--- config.mk ---
export PLATFORM = sky130hd
export DESIGN_NAME = regfile_port_ctrl_flat
export DESIGN_NICKNAME = d
export VERILOG_FILES = /design/src/rtl/regfile_port_ctrl_pkg.sv /design/src/rtl/regfile_port_ctrl_if.sv /design/src/rtl/regfile_port_ctrl_addr_decode.sv /design/src/rtl/regfile_port_ctrl.sv /design/src/flat_wrapper.sv
export SDC_FILE = /design/constraint.sdc
export NUM_CORES = 1
export LEC_CHECK = 0
export CORE_MARGIN = 8
export CORE_UTILIZATION = 39
export CTS_BUF_LIST = sky130_fd_sc_hd__clkbuf_2
export CTS_CLUSTER_SIZE = 25
export DETAILED_ROUTE_END_ITERATION = 10
export GPL_TIMING_DRIVEN = 0
export MAX_ROUTING_LAYER = met4
export PLACE_DENSITY = 0.92
export SKIP_LAST_GASP = 1
export SLEW_MARGIN = 20
export SYNTH_ARGS = -nofsm -noshare
export SYNTH_HDL_FRONTEND = slang
export SYNTH_SLANG_ARGS = --single-unit
--- constraint.sdc ---
create_clock -name clk -period 1.7 [get_ports clk]
set_input_delay 0.255 -clock clk [delete_from_list [all_inputs] [get_ports clk]]
set_output_delay 0.255 -clock clk [all_outputs]
set_load 0.01 [all_outputs]
--- src/rtl/regfile_port_ctrl_pkg.sv ---
// rtl/regfile_port_ctrl_pkg.sv - shared constants and FSM encoding for the register-file port sequencer
// Purpose: register-file geometry (NREGS, AW, DW) and the sequencer state encoding.
// Ports: none (package).
package regfile_pkg;

  localparam int NREGS = 16;  // registers; one ld/oeA/oeB bit each
  localparam int AW    = 4;   // address width, log2(NREGS)
  localparam int DW    = 16;  // data width

  typedef enum logic [1:0] {
    IDLE  = 2'd0,
    WRITE = 2'd1,
    READ  = 2'd2,
    HOLD  = 2'd3
  } state_t;

endpackage

--- src/rtl/regfile_port_ctrl_if.sv ---
// rtl/regfile_port_ctrl_if.sv - request, register-file and operand signals of the port sequencer
// Purpose: bundles the request handshake, register-file strobes/buses and operand output.
// Modports:
//   master - control unit / register file side (drives requests, DA_in/DB_in, rd_ready)
//   slave  - the sequencer (drives req_ready, ld/oeA/oeB, W_bus, rd_valid, S_out/T_out)
interface regfile_port_ctrl_if;
  import regfile_pkg::*;

  logic             req_valid;
  logic             req_ready;
  logic             wr_en;
  logic [AW-1:0]    w_addr;
  logic [DW-1:0]    w_data;
  logic [AW-1:0]    s_addr;
  logic [AW-1:0]    t_addr;
  logic [NREGS-1:0] ld;
  logic [NREGS-1:0] oeA;
  logic [NREGS-1:0] oeB;
  logic [DW-1:0]    W_bus;
  logic [DW-1:0]    DA_in;
  logic [DW-1:0]    DB_in;
  logic             rd_valid;
  logic             rd_ready;
  logic [DW-1:0]    S_out;
  logic [DW-1:0]    T_out;

  modport master (
    output req_valid, wr_en, w_addr, w_data, s_addr, t_addr, DA_in, DB_in, rd_ready,
    input  req_ready, ld, oeA, oeB, W_bus, rd_valid, S_out, T_out
  );

  modport slave (
    input  req_valid, wr_en, w_addr, w_data, s_addr, t_addr, DA_in, DB_in, rd_ready,
    output req_ready, ld, oeA, oeB, W_bus, rd_valid, S_out, T_out
  );

endinterface

--- src/rtl/regfile_port_ctrl_addr_decode.sv ---
// rtl/regfile_port_ctrl_addr_decode.sv - enabled binary-to-one-hot register index decoder
// Purpose: turns a register index into a one-hot strobe vector, all-zero when disabled.
// Ports:
//   addr   in  AW     register index
//   en     in  1      strobe enable
//   onehot out NREGS  one-hot strobe (zero when en=0)
module addr_decode
  import regfile_pkg::*;
(
  input  logic [AW-1:0]    addr,
  input  logic             en,
  output logic [NREGS-1:0] onehot
);

  always_comb begin
    onehot = '0;
    if (en) onehot[addr] = 1'b1;
  end

endmodule

--- src/rtl/regfile_port_ctrl.sv ---
// rtl/regfile_port_ctrl.sv - write-then-dual-read sequencer for the 16 x 16-bit register file
// Purpose: accepts one operand-fetch request at a time (optional write, then read of S and T),
//          drives register load/output enables and the write bus, and holds captured operands.
// Ports:
//   clk    in  1  system clock
//   reset  in  1  synchronous active-low reset
//   bus    slave modport of regfile_port_ctrl_if (request, register-file strobes, operands)
module regfile_port_ctrl
  import regfile_pkg::*;
(
  input  logic               clk,
  input  logic               reset,
  regfile_port_ctrl_if.slave bus
);

  state_t        state_q, state_d;
  logic [AW-1:0] w_addr_q, s_addr_q, t_addr_q;
  logic [DW-1:0] w_data_q;
  logic [DW-1:0] s_q, t_q;

  logic [NREGS-1:0] ld_vec, oea_vec, oeb_vec;

  // The request's wr_en is consumed by the IDLE transition itself (WRITE vs READ),
  // so it needs no separate holding register.
  always_ff @(posedge clk) begin
    if (!reset) begin
      state_q  <= IDLE;
      w_addr_q <= '0;
      w_data_q <= '0;
      s_addr_q <= '0;
      t_addr_q <= '0;
      s_q      <= '0;
      t_q      <= '0;
    end else begin
      state_q <= state_d;
      if (state_q == IDLE && bus.req_valid) begin
        w_addr_q <= bus.w_addr;
        w_data_q <= bus.w_data;
        s_addr_q <= bus.s_addr;
        t_addr_q <= bus.t_addr;
      end
      if (state_q == READ) begin
        s_q <= bus.DA_in;
        t_q <= bus.DB_in;
      end
    end
  end

  always_comb begin
    state_d       = state_q;
    bus.req_ready = 1'b0;
    bus.rd_valid  = 1'b0;
    unique case (state_q)
      IDLE: begin
        bus.req_ready = 1'b1;
        if (bus.req_valid) state_d = bus.wr_en ? WRITE : READ;
      end
      WRITE: state_d = READ;
      READ:  state_d = HOLD;
      HOLD: begin
        bus.rd_valid = 1'b1;
        if (bus.rd_ready) state_d = IDLE;
      end
      default: state_d = IDLE;
    endcase
  end

  // Strobes come only from state and latched indices, so input churn after
  // acceptance cannot disturb them.
  addr_decode u_ld_dec  (.addr(w_addr_q), .en(state_q == WRITE), .onehot(ld_vec));
  addr_decode u_oea_dec (.addr(s_addr_q), .en(state_q == READ),  .onehot(oea_vec));
  addr_decode u_oeb_dec (.addr(t_addr_q), .en(state_q == READ),  .onehot(oeb_vec));

  assign bus.ld    = ld_vec;
  assign bus.oeA   = oea_vec;
  assign bus.oeB   = oeb_vec;
  assign bus.W_bus = (state_q == WRITE) ? w_data_q : '0;
  assign bus.S_out = s_q;
  assign bus.T_out = t_q;

endmodule

--- src/flat_wrapper.sv ---
// flat-port wrapper written by rule: the top's interface ports become plain ports
module regfile_port_ctrl_flat import regfile_pkg::*;
  (clk, reset, bus_req_valid, bus_wr_en, bus_w_addr, bus_w_data, bus_s_addr, bus_t_addr, bus_DA_in, bus_DB_in, bus_rd_ready, bus_req_ready, bus_ld, bus_oeA, bus_oeB, bus_W_bus, bus_rd_valid, bus_S_out, bus_T_out);
  regfile_port_ctrl_if bus_i ();
  input  logic clk;
  input  logic reset;
  input wire logic [$bits(bus_i.req_valid)-1:0] bus_req_valid;
  input wire logic [$bits(bus_i.wr_en)-1:0] bus_wr_en;
  input wire logic [$bits(bus_i.w_addr)-1:0] bus_w_addr;
  input wire logic [$bits(bus_i.w_data)-1:0] bus_w_data;
  input wire logic [$bits(bus_i.s_addr)-1:0] bus_s_addr;
  input wire logic [$bits(bus_i.t_addr)-1:0] bus_t_addr;
  input wire logic [$bits(bus_i.DA_in)-1:0] bus_DA_in;
  input wire logic [$bits(bus_i.DB_in)-1:0] bus_DB_in;
  input wire logic [$bits(bus_i.rd_ready)-1:0] bus_rd_ready;
  output wire logic [$bits(bus_i.req_ready)-1:0] bus_req_ready;
  output wire logic [$bits(bus_i.ld)-1:0] bus_ld;
  output wire logic [$bits(bus_i.oeA)-1:0] bus_oeA;
  output wire logic [$bits(bus_i.oeB)-1:0] bus_oeB;
  output wire logic [$bits(bus_i.W_bus)-1:0] bus_W_bus;
  output wire logic [$bits(bus_i.rd_valid)-1:0] bus_rd_valid;
  output wire logic [$bits(bus_i.S_out)-1:0] bus_S_out;
  output wire logic [$bits(bus_i.T_out)-1:0] bus_T_out;
  assign bus_i.req_valid = bus_req_valid;
  assign bus_i.wr_en = bus_wr_en;
  assign bus_i.w_addr = bus_w_addr;
  assign bus_i.w_data = bus_w_data;
  assign bus_i.s_addr = bus_s_addr;
  assign bus_i.t_addr = bus_t_addr;
  assign bus_i.DA_in = bus_DA_in;
  assign bus_i.DB_in = bus_DB_in;
  assign bus_i.rd_ready = bus_rd_ready;
  assign bus_req_ready = bus_i.req_ready;
  assign bus_ld = bus_i.ld;
  assign bus_oeA = bus_i.oeA;
  assign bus_oeB = bus_i.oeB;
  assign bus_W_bus = bus_i.W_bus;
  assign bus_rd_valid = bus_i.rd_valid;
  assign bus_S_out = bus_i.S_out;
  assign bus_T_out = bus_i.T_out;
  regfile_port_ctrl u_core (.clk(clk), .reset(reset), .bus(bus_i));
endmodule
Word level (Yosys, flattened, before mapping). Index checks and enable logic that the tools add are counted. Widths: inputs -> output; s select.

Register bits after elaboration: 62. Input bits: 65.

Magnitude comparators: 6. Eq/ne operators: 5. Muxes and demuxes: 16. Reductions and logical operators: 6.

Operator list (count): $mux 16 (4); $lt 4x5->1 const B (3); $demux 1 s4 (3); $ge 4x1->1 const B (3); $pmux 2 s4 (1); $mux 2 (3); $mux 1 (5); $eq 2x2->1 const B (2); $logic_and 1x1->1 (4); $ne 2x2->1 const B (2); $eq 2x1->1 const B (1); $logic_not 2->1 (1); $reduce_and 2->1 (1).

Depth between registers and ports, before layout. Gate-level depths: netlist of run 1.

Depth after elaboration: 5. Mapped depth: 7. Depth with buffers taken out: 5.

Hierarchy. Synthesis of run 1 repeated with hierarchy kept, for this count alone.

Cell total of the unflattened synthesis: 330. Area total of the unflattened synthesis: 2758.9 um2.

By module, submodules not included: regfile_port_ctrl (instances 1, cells each 261, area each 2403.6 um2, seq. area each 1241.2 um2); addr_decode at u_core.u_ld_dec ... (instances 2, cells each 23, area each 117.6 um2, seq. area each 0.0 um2); addr_decode at u_core.u_oea_dec (instances 1, cells each 23, area each 120.1 um2, seq. area each 0.0 um2).

Worst setup path before layout of run 1. Ideal clock, no wire load.

Path type: reg2out. Start: register u_core.state_q[0]. End: output port bus_oeB[8]. Arrival time: 1293 ps. Required time: 1445 ps. Setup slack: 152 ps. Stages on the path, launching flop included: 7. Path through: dfxtp_1 -> inv_1 -> ha_1 -> buf_2 -> buf_6 -> nand2_1 -> nor4_1.

Longest elaborated chain between the ends: 2.

Ends and longest elaborated chain: start: declaration (line regfile_port_ctrl.sv:16) `state_t state_q, state_d;`; start signal: assignment (line regfile_port_ctrl.sv:35) `state_q <= state_d;`; $eq 2x2->1 (line regfile_port_ctrl.sv:72) `addr_decode u_oeb_dec (.addr(t_addr_q), .en(state_q == READ), .onehot(oeb_vec));`; $mux 16 (line regfile_port_ctrl_addr_decode.sv:17) `if (en) onehot[addr] = 1'b1;`; end: declaration (line flat_wrapper.sv:19) `output wire logic [$bits(bus_i.oeB)-1:0] bus_oeB;`.

Every way passes these cells.

Worst setup path after layout of run 1.
Start: register u_core.state_q[0]. End: output port bus_oeA[3].

Longest elaborated chain between the ends: 2.

Ends and longest elaborated chain: $eq 2x2->1 (line regfile_port_ctrl.sv:71) `addr_decode u_oea_dec (.addr(s_addr_q), .en(state_q == READ), .onehot(oea_vec));`; $mux 16 (line regfile_port_ctrl_addr_decode.sv:17); end: declaration (line flat_wrapper.sv:18) `output wire logic [$bits(bus_i.oeA)-1:0] bus_oeA;`.

Every way passes these cells.

==> metrics.txt, run 1 <==
slowest stage cell, crit path or3b_4; CP required 1.44 ns; die area 10100 sq um; Max Cap Viol 0; Setup crit end kind output port; I/O Buffers 162; Compound-Gate Fraction of Synth Area 6.00%; cells after synthesis 341; relative slew slack 70.1%; Nets 606; Max IR drop VDD 0.701 mV; total CTS buffers 9; largest family of logic cells by synthesized area simple AND/OR/NAND/NOR gates; core area 7100 sq um; clock-pin slew on the worst setup and hold paths 0.18 ns; Net Count, Synth 412; number of diodes 0; xor/xnor share of the synthesized area 0%; largest net degree at the start of global routing 12; Synth cell types 24; Pleak 2.14 nW; pre-CTS WS -0.511 ns; post-synthesis mux area share 12.2%; Placement Cell Area 4540 sq um; simple logic cell fraction of the synthesized area 29.2%; post-synthesis adder-cell area fraction 2.69%; H-tree levels 3; Slew Viols, Final 0; Finished Cell Area 4930 sq um; vias per cell 4.82; Yosys warnings 0; CP max stage delay 0.43 ns; RSZ-0062 raised after global routing true; final setup fails 64; final clock skew 0.0181 ns; Yosys reg bits 62; TritonCTS sink count 62; clk_lat worst skew 0.49 ns; initial antenna violation count 0; Chip Height 101 um; Total Power 0.00511 W; Layout Cells excl Fill 639; DRC violations left 0; half-perimeter wire length after placement 7490 um; I/O pin count 163; vias in the first global route 3176; Post-Syn Area 2800 sq um; final setup margin -0.357 ns; Worst Path Arrival 1.80 ns; CP Class register to output port; TritonCTS clock tree yes; Initial Util 39.4%; DR pass1 iterations 4; failing checks negative setup slack; hold buffers post-CTS 0; clock root buffer master clkbuf_2; final RePlAce weighted congestion 0.843; fin crit period 2.06 ns; post-synthesis sequential area ratio 44.4%; Routed WL 10100 um; first-pass GRT wire length 15300 um; startpoint types register; Mapped Avg Cell Area 8.20 sq um; crit share post-route 121%; Worst Path Max Fanout 5; Die W 101 um; Final ANT Viol Nets 0; Total GRT Usage 19.7%; family with the most delay on the worst path simple AND/OR/NAND/NOR gates; WHS 0.301 ns; DRT iter0 DRCs 66; status complete, but fails checks; Worst-Margin Slew 0.448 ns; Max Buffers Root-to-Sink 2; fmax 0.486 GHz; area grow syn2layout 76.5%; FP Rows 31; Post-Place Cells 602; grt total ovfl 0; Vias 3079; crit path cell chain inv_4, ha_4, or3b_4, nor2_1, buf_2; PD cells 1040 nW/um^2; drt wl/cell 15.7 um; Crit path buffers/inverters 2; fill count 602; Fin. Hold Viols 0; worst min path class input pin to register; share of cells above drive strength 1 30.0%
kinds of logic after synthesis:
| group | Yosys count |
|---|---|
| AOI/OAI and AO/OA | 32 |
| buffers and inverters | 27 |
| and+or+nand+nor | 180 |
| adders and majority gates | 6 |
| muxes | 34 |
| DFF | 62 |
synthesized netlist by cell type, drive strengths merged:
cell type / instances / area, sq um
buf: 13 / 101
a311oi: 2 / 17.5
nand2: 64 / 243
and2: 17 / 106
or3b: 1 / 11.3
clkbuf: 9 / 33.8
mux2i: 34 / 340
a21oi: 30 / 150
nand2b: 9 / 56.3
nand3b: 5 / 37.5
dfxtp: 62 / 1240
nor4: 2 / 12.5
inv: 5 / 18.8
ha: 6 / 75.1
nor3: 19 / 105
nand3: 3 / 20.0
nor2: 60 / 225
worst min-delay path: cells and delay by family:
family	cells	cell delay, ns
AND/OR/NAND/NOR	1	0.06
AO/OA/AOI/OAI	1	0.05
buffers and inverters	1	0.39
flip-flops by register name, summed over array words and instances (netlist names):
| register | flops |
|---|---|
| u_core.bus.S_out | 16 |
| u_core.bus.T_out | 16 |
| u_core.s_addr_q | 4 |
| u_core.state_q | 2 |
| u_core.t_addr_q | 4 |
| u_core.w_addr_q | 4 |
| u_core.w_data_q | 16 |
power by group:
group          internal, W  switching [W]  total [W]  leakage (nW)
clock network     0.000476       0.000559    0.00103        0.0753
logic              0.00113        0.00108    0.00220          1.55
registers          0.00170       0.000176    0.00187         0.509
total              0.00330        0.00181    0.00511          2.14
through the flow:
| step | utilization, % | TNS, ns |
|---|---|---|
| after floorplan | - | 0 |
| after global placement | 64.0 | -15.97 |
| after detailed placement | 64.0 | -18.35 |
| after CTS | 68.7 | -22.62 |
| after global routing | 69.5 | -24.42 |
| final | 69.5 | -16.02 |
cells in the final DEF, fill, tap and decap left out, types with 6 or more instances in the layout:
| cell type | netlist | final |
|---|---|---|
| a21oi_1 | 30 | 30 |
| nor3_2 | 2 | 10 |
| clkbuf_2 | 0 | 10 |
| nor2_1 | 60 | 51 |
| nand2b_1 | 9 | 7 |
| buf_6 | 3 | 11 |
| dlygate4sd2_1 | 0 | 32 |
| clkbuf_1 | 9 | 6 |
| mux2i_1 | 34 | 34 |
| clkdlybuf4s50_1 | 0 | 64 |
| buf_4 | 3 | 21 |
| nand2_1 | 63 | 62 |
| clkdlybuf4s15_2 | 0 | 16 |
| dfxtp_1 | 62 | 59 |
| and2_1 | 17 | 17 |
| buf_2 | 6 | 49 |
final cells by class:
cell class,instances,area [sq um],share of cell area [%]
buffer,19,141,2.87
clock buffer,9,45.0,0.913
clock inverter,7,88.8,1.80
inverter,5,21.3,0.431
multi-input combinational,252,1670,33.8
sequential,62,1250,25.3
tap,99,124,2.51
timing repair buffer,186,1600,32.4
what timing repair did:
item / CTS / global route
setup buffers: 17 / 6
gates resized for setup: 337 / 28
endpoints found under the setup margin: 98 / 66
pin swaps: 19 / 11
gates cloned: 2 / 0
metal layers:
layer  share of wire (%)  vias to the layer above  GRT usage, %  routed length (um)
met5                   0                        -             -                   0
met2                  52                      127          34.5                5190
met3                 7.3                       17          5.73                 731
met1                  39                     1430          20.3                3960
met4                 1.7                        0          7.33                 169
li1                    -                     1505             -                   -
final timing paths:
path                                          end  slack, ns  cells past startpoint                             from
hold reg to reg   u_core.w_data_q[5]$_SDFFE_PN0P_       0.46                      2  u_core.w_data_q[5]$_SDFFE_PN0P_
hold / removal    u_core.t_addr_q[3]$_SDFFE_PN0P_       0.30                      3                    bus_t_addr[3]
setup reg to reg  u_core.w_addr_q[2]$_SDFFE_PN0P_       0.12                      9   u_core.state_q[0]$_SDFFE_PN0P_
setup / recovery                       bus_oeA[3]      -0.36                      5   u_core.state_q[0]$_SDFFE_PN0P_
Power figures use the tool's default switching activity.
==> inputs of run 2 (changes only) <==
Settings changed: ABC_AREA set to 1, CAP_MARGIN set to 20, PLACE_DENSITY 0.92 to 0.93.
==> run 2 against run 1 <==
Net effect: clock skew fell by 0.0055 ns; sequential share of layout area down 0.058 points; final cell count increased by 5.8%; global-route usage grew 2.6 points; clock-buffer cell count unchanged; the flow still finishes with violations (negative setup slack); worst hold slack improved by 0.052 ns; largest power group unchanged; synthesized area shrank 2.7%; non-clock buffer count decreased by 2; routed wire length is 11% higher.
==> metrics.txt, run 2 <==
Slew Viols, Final 0 (unchanged); vias per cell 5.04 (+4.6%); r2r worst-path depth 9 (unchanged); Synth top area share 45.7% (+1.2 points); Comb pwr share 48.8% (+5.7 points); Post-Route Setup TNS -8.87 ns (+7.15 ns); TritonCTS sink count 62 (unchanged); core area 6760 sq um (-4.8%); Total GRT Usage 22.2% (+2.6 points); Worst Path Max Fanout 4 (-1); final setup fails 64 (unchanged); Worst R2R End u_core.state_q[0]$_SDFFE_PN0P_; Synth cell types 17 (-29%); worst setup path start u_core.state_q[0]$_SDFFE_PN0P_; CP Class register to output port; I/O Buffers 162 (unchanged); drt wl/cell 16.5 um (+5.0%); Clock Power Share 14.8% (-5.4 points); fraction of registers with async set/reset 0% (unchanged); Seq pwr share 36.4% (-0.2 points); commonest non-fill, non-tap cell in the layout nor2_1; Yosys warnings 0 (unchanged); I/O pin count 163 (unchanged); clock-pin slew on the worst setup and hold paths 0.17 ns (about the same); Nets 662 (+9.2%); Max IR drop VDD 0.750 mV (+7.0%); FP Rows 30 (-3.2%); relative slew slack 70.9% (+0.76 points); Max Buffers Root-to-Sink 2 (unchanged); CP required 1.44 ns (about the same); Placement Cell Area 4440 sq um (-2.2%); final RePlAce weighted congestion 0.822 (-2.5%); Die W 99.5 um (-1.2%); PD cells 1150 nW/um^2 (+11%); Chip Height 99.5 um (-1.2%); post-synthesis sequential area ratio 45.7% (+1.2 points); vias in the first global route 3568 (+12%); Crit path buffers/inverters 4 (+2); cells after synthesis 399 (+17%); Max Cap Viol 0 (unchanged); total CTS buffers 9 (unchanged); Worst R2R Setup Slack 0.11 ns (about the same); Vias 3407 (+11%); fin crit period 1.92 ns (-0.136 ns); Total Power 0.00567 W (+11%); number of flops mapped to enable cells by yosys 0 (unchanged); Setup crit end kind output port; Finished Cell Area 4950 sq um (+0.33%); Final ANT Viol Nets 0 (unchanged); final setup margin -0.221 ns (+0.136 ns); clock root buffer master clkbuf_2; largest net degree at the start of global routing 11 (-1); Post-synth top cells nor2_1 (132), dfxtp_1 (62), o21ai_0 (62); Pleak 2.66 nW (+24%); most frequent cells in the layout nor2_1 (114), clkdlybuf4s50_1 (73), o21ai_0 (62); die area 9900 sq um (-2.3%); count leader, synth nor2_1; net load switching power 0.00226 W (+25%); Mapped Avg Cell Area 6.81 sq um (-17%); Routed WL 11200 um (+11%); area grow syn2layout 82.1%; Crit path depth 7 (+2); CP max stage delay 0.39 ns (-0.04 ns); Worst Path Arrival 1.67 ns (-0.13 ns); Crit path top cell by count buf_6; crit path cell chain inv_4, ha_4, buf_6, buf_6, nand3_4, nor2_1, buf_2; hold buffers post-CTS 0 (unchanged); Post-Syn Area 2720 sq um (-2.7%); family with the most delay on the worst path buffers and inverters; Fin. Hold Viols 0 (unchanged); status complete, but fails checks; DRT iter0 DRCs 137 (+110%); Synth Flop Type dfxtp_1; final clock skew 0.0126 ns (-0.00546 ns); DR pass1 iterations 4 (unchanged); worst min path class input pin to register; fmax 0.521 GHz (+7.1%); Worst-Margin Slew 0.437 ns (-0.0114 ns); DRC violations left 0 (unchanged); Initial Util 40.2% (+0.86 points); Area contributors post-synth dfxtp_1 (46%), nor2_1 (18%), o21ai_0 (11%); number of diodes 0 (unchanged); failing checks negative setup slack; reg2reg start u_core.state_q[0]$_SDFFE_PN0P_; slowest stage cell, crit path dfxtp_4; initial antenna violation count 0 (unchanged); pre-CTS WS -0.524 ns (-0.0130 ns); internal power 0.00341 W (+3.2%); crit share post-route 113% (-8.0 points); grt total ovfl 0 (unchanged); startpoint types register; TritonCTS clock tree yes; Synth area leader dfxtp_1; half-perimeter wire length after placement 7820 um (+4.5%); sw frac 39.9% (+4.5 points); CP endpoint bus_oeB[8]; Net Count, Synth 470 (+14%); H-tree levels 3 (unchanged); RSZ-0062 raised after global routing true; Yosys reg bits 62 (unchanged); share of cells above drive strength 1 28.5% (-1.5 points); clk_lat worst skew 0.46 ns (-0.03 ns); first-pass GRT wire length 17100 um (+11%)
run 2: cell count changes in the layout (fill, tap and decap cells not counted), sizes merged, moves of 23 or more:
cell          previous run  this run
nor2                    60       132
o21ai                    0        62
mux2i                   34         0
dlygate4sd2             32         0
inv                      5        36
dlymetal6s2s             0        23
run 2: how the worst min path moves through the flow:
| stage | from | endpoint | slack, ns | cells past startpoint |
|---|---|---|---|---|
| after global routing | bus_DA_in[10] | u_core.bus.S_out[10]$_SDFFE_PN0P_ | 0.29 | 3 |
| after global placement | u_core.w_data_q[3]$_SDFFE_PN0P_ | u_core.w_data_q[3]$_SDFFE_PN0P_ | 0.46 | 2 |
| after detailed placement | u_core.w_data_q[8]$_SDFFE_PN0P_ | u_core.w_data_q[8]$_SDFFE_PN0P_ | 0.47 | 2 |
| after CTS | bus_DA_in[2] | u_core.bus.S_out[2]$_SDFFE_PN0P_ | 0.31 | 3 |
| final | bus_DA_in[15] | u_core.bus.S_out[15]$_SDFFE_PN0P_ | 0.35 | 3 |
| after floorplan | bus_DA_in[0] | u_core.bus.S_out[0]$_SDFFE_PN0P_ | 0.39 | 2 |
run 2: cell families after synthesis:
family	share of synthesized area, %
and+or+nand+nor	28.8
adders and majority gates	2.76
buffers and inverters	9.16
DFF	45.7
AOI/OAI and AO/OA	13.6
run 2: power groups by stage:
stage | sequential [W] | clock, W | combinational (W)
6_report | 0.00206 | 0.000839 | 0.00277
5_1_grt | 0.00210 | 0.000925 | 0.00302
4_1_cts | 0.00204 | 0.000859 | 0.00265
3_5_place_dp | 0.00204 | 0 | 0.00217
3_3_place_gp | 0.00201 | 0 | 0.00210
2_1_floorplan | 0.00211 | 0 | 0.00101
run 2: cell type report:
class | instances | area [sq um]
Fill cell | 471 | 1810
Timing Repair Buffer | 185 | 1650
Multi-Input combinational cell | 279 | 1570
Sequential cell | 62 | 1250
Inverter | 36 | 148
Buffer | 18 | 126
Tap cell | 80 | 100
Clock inverter | 7 | 55.1
Clock buffer | 9 | 45.0
run 2: routing by layer:
| metal | part of all wire, % | vias to the layer above | global-route usage (%) |
|---|---|---|---|
| met5 | 0 | - | - |
| met4 | 2.3 | 0 | 10.0 |
| met3 | 9.5 | 23 | 7.33 |
| met2 | 49 | 178 | 37.5 |
| met1 | 39 | 1565 | 23.2 |
| li1 | - | 1641 | - |
run 2: metrics by stage:
stage / util [%] / hold slack [ns] / std cells
6_report: 73.3 / 0.353 / 676
5_1_grt: 73.3 / 0.293 / 676
4_1_cts: 69.9 / 0.305 / 676
3_5_place_dp: 65.7 / 0.473 / 641
3_3_place_gp: 65.7 / 0.463 / 641
2_1_floorplan: - / 0.390 / 399
run 2: repair_timing:
action                                 4_1_cts  5_1_grt
cloned                                       3        0
buffers inserted                            17        3
pin swaps                                   23       10
endpoints found under the hold margin        0        0
setup endpoints to repair                   66      126
resized for setup                          345       78
run 2: worst min-delay path, stage by stage:
cell and delay, ns:
clkdlybuf4s50_1 0.40, nor2_1 0.10, nor2_1 0.05
==> inputs of run 3 (changes only) <==
Settings changed: ABC_AREA 1 to unset, CAP_MARGIN 20 to unset, PLACE_DENSITY 0.93 to 0.92.
==> results of run 3 <==
The final DEF is identical to that of run 1; final timing and power are the same.
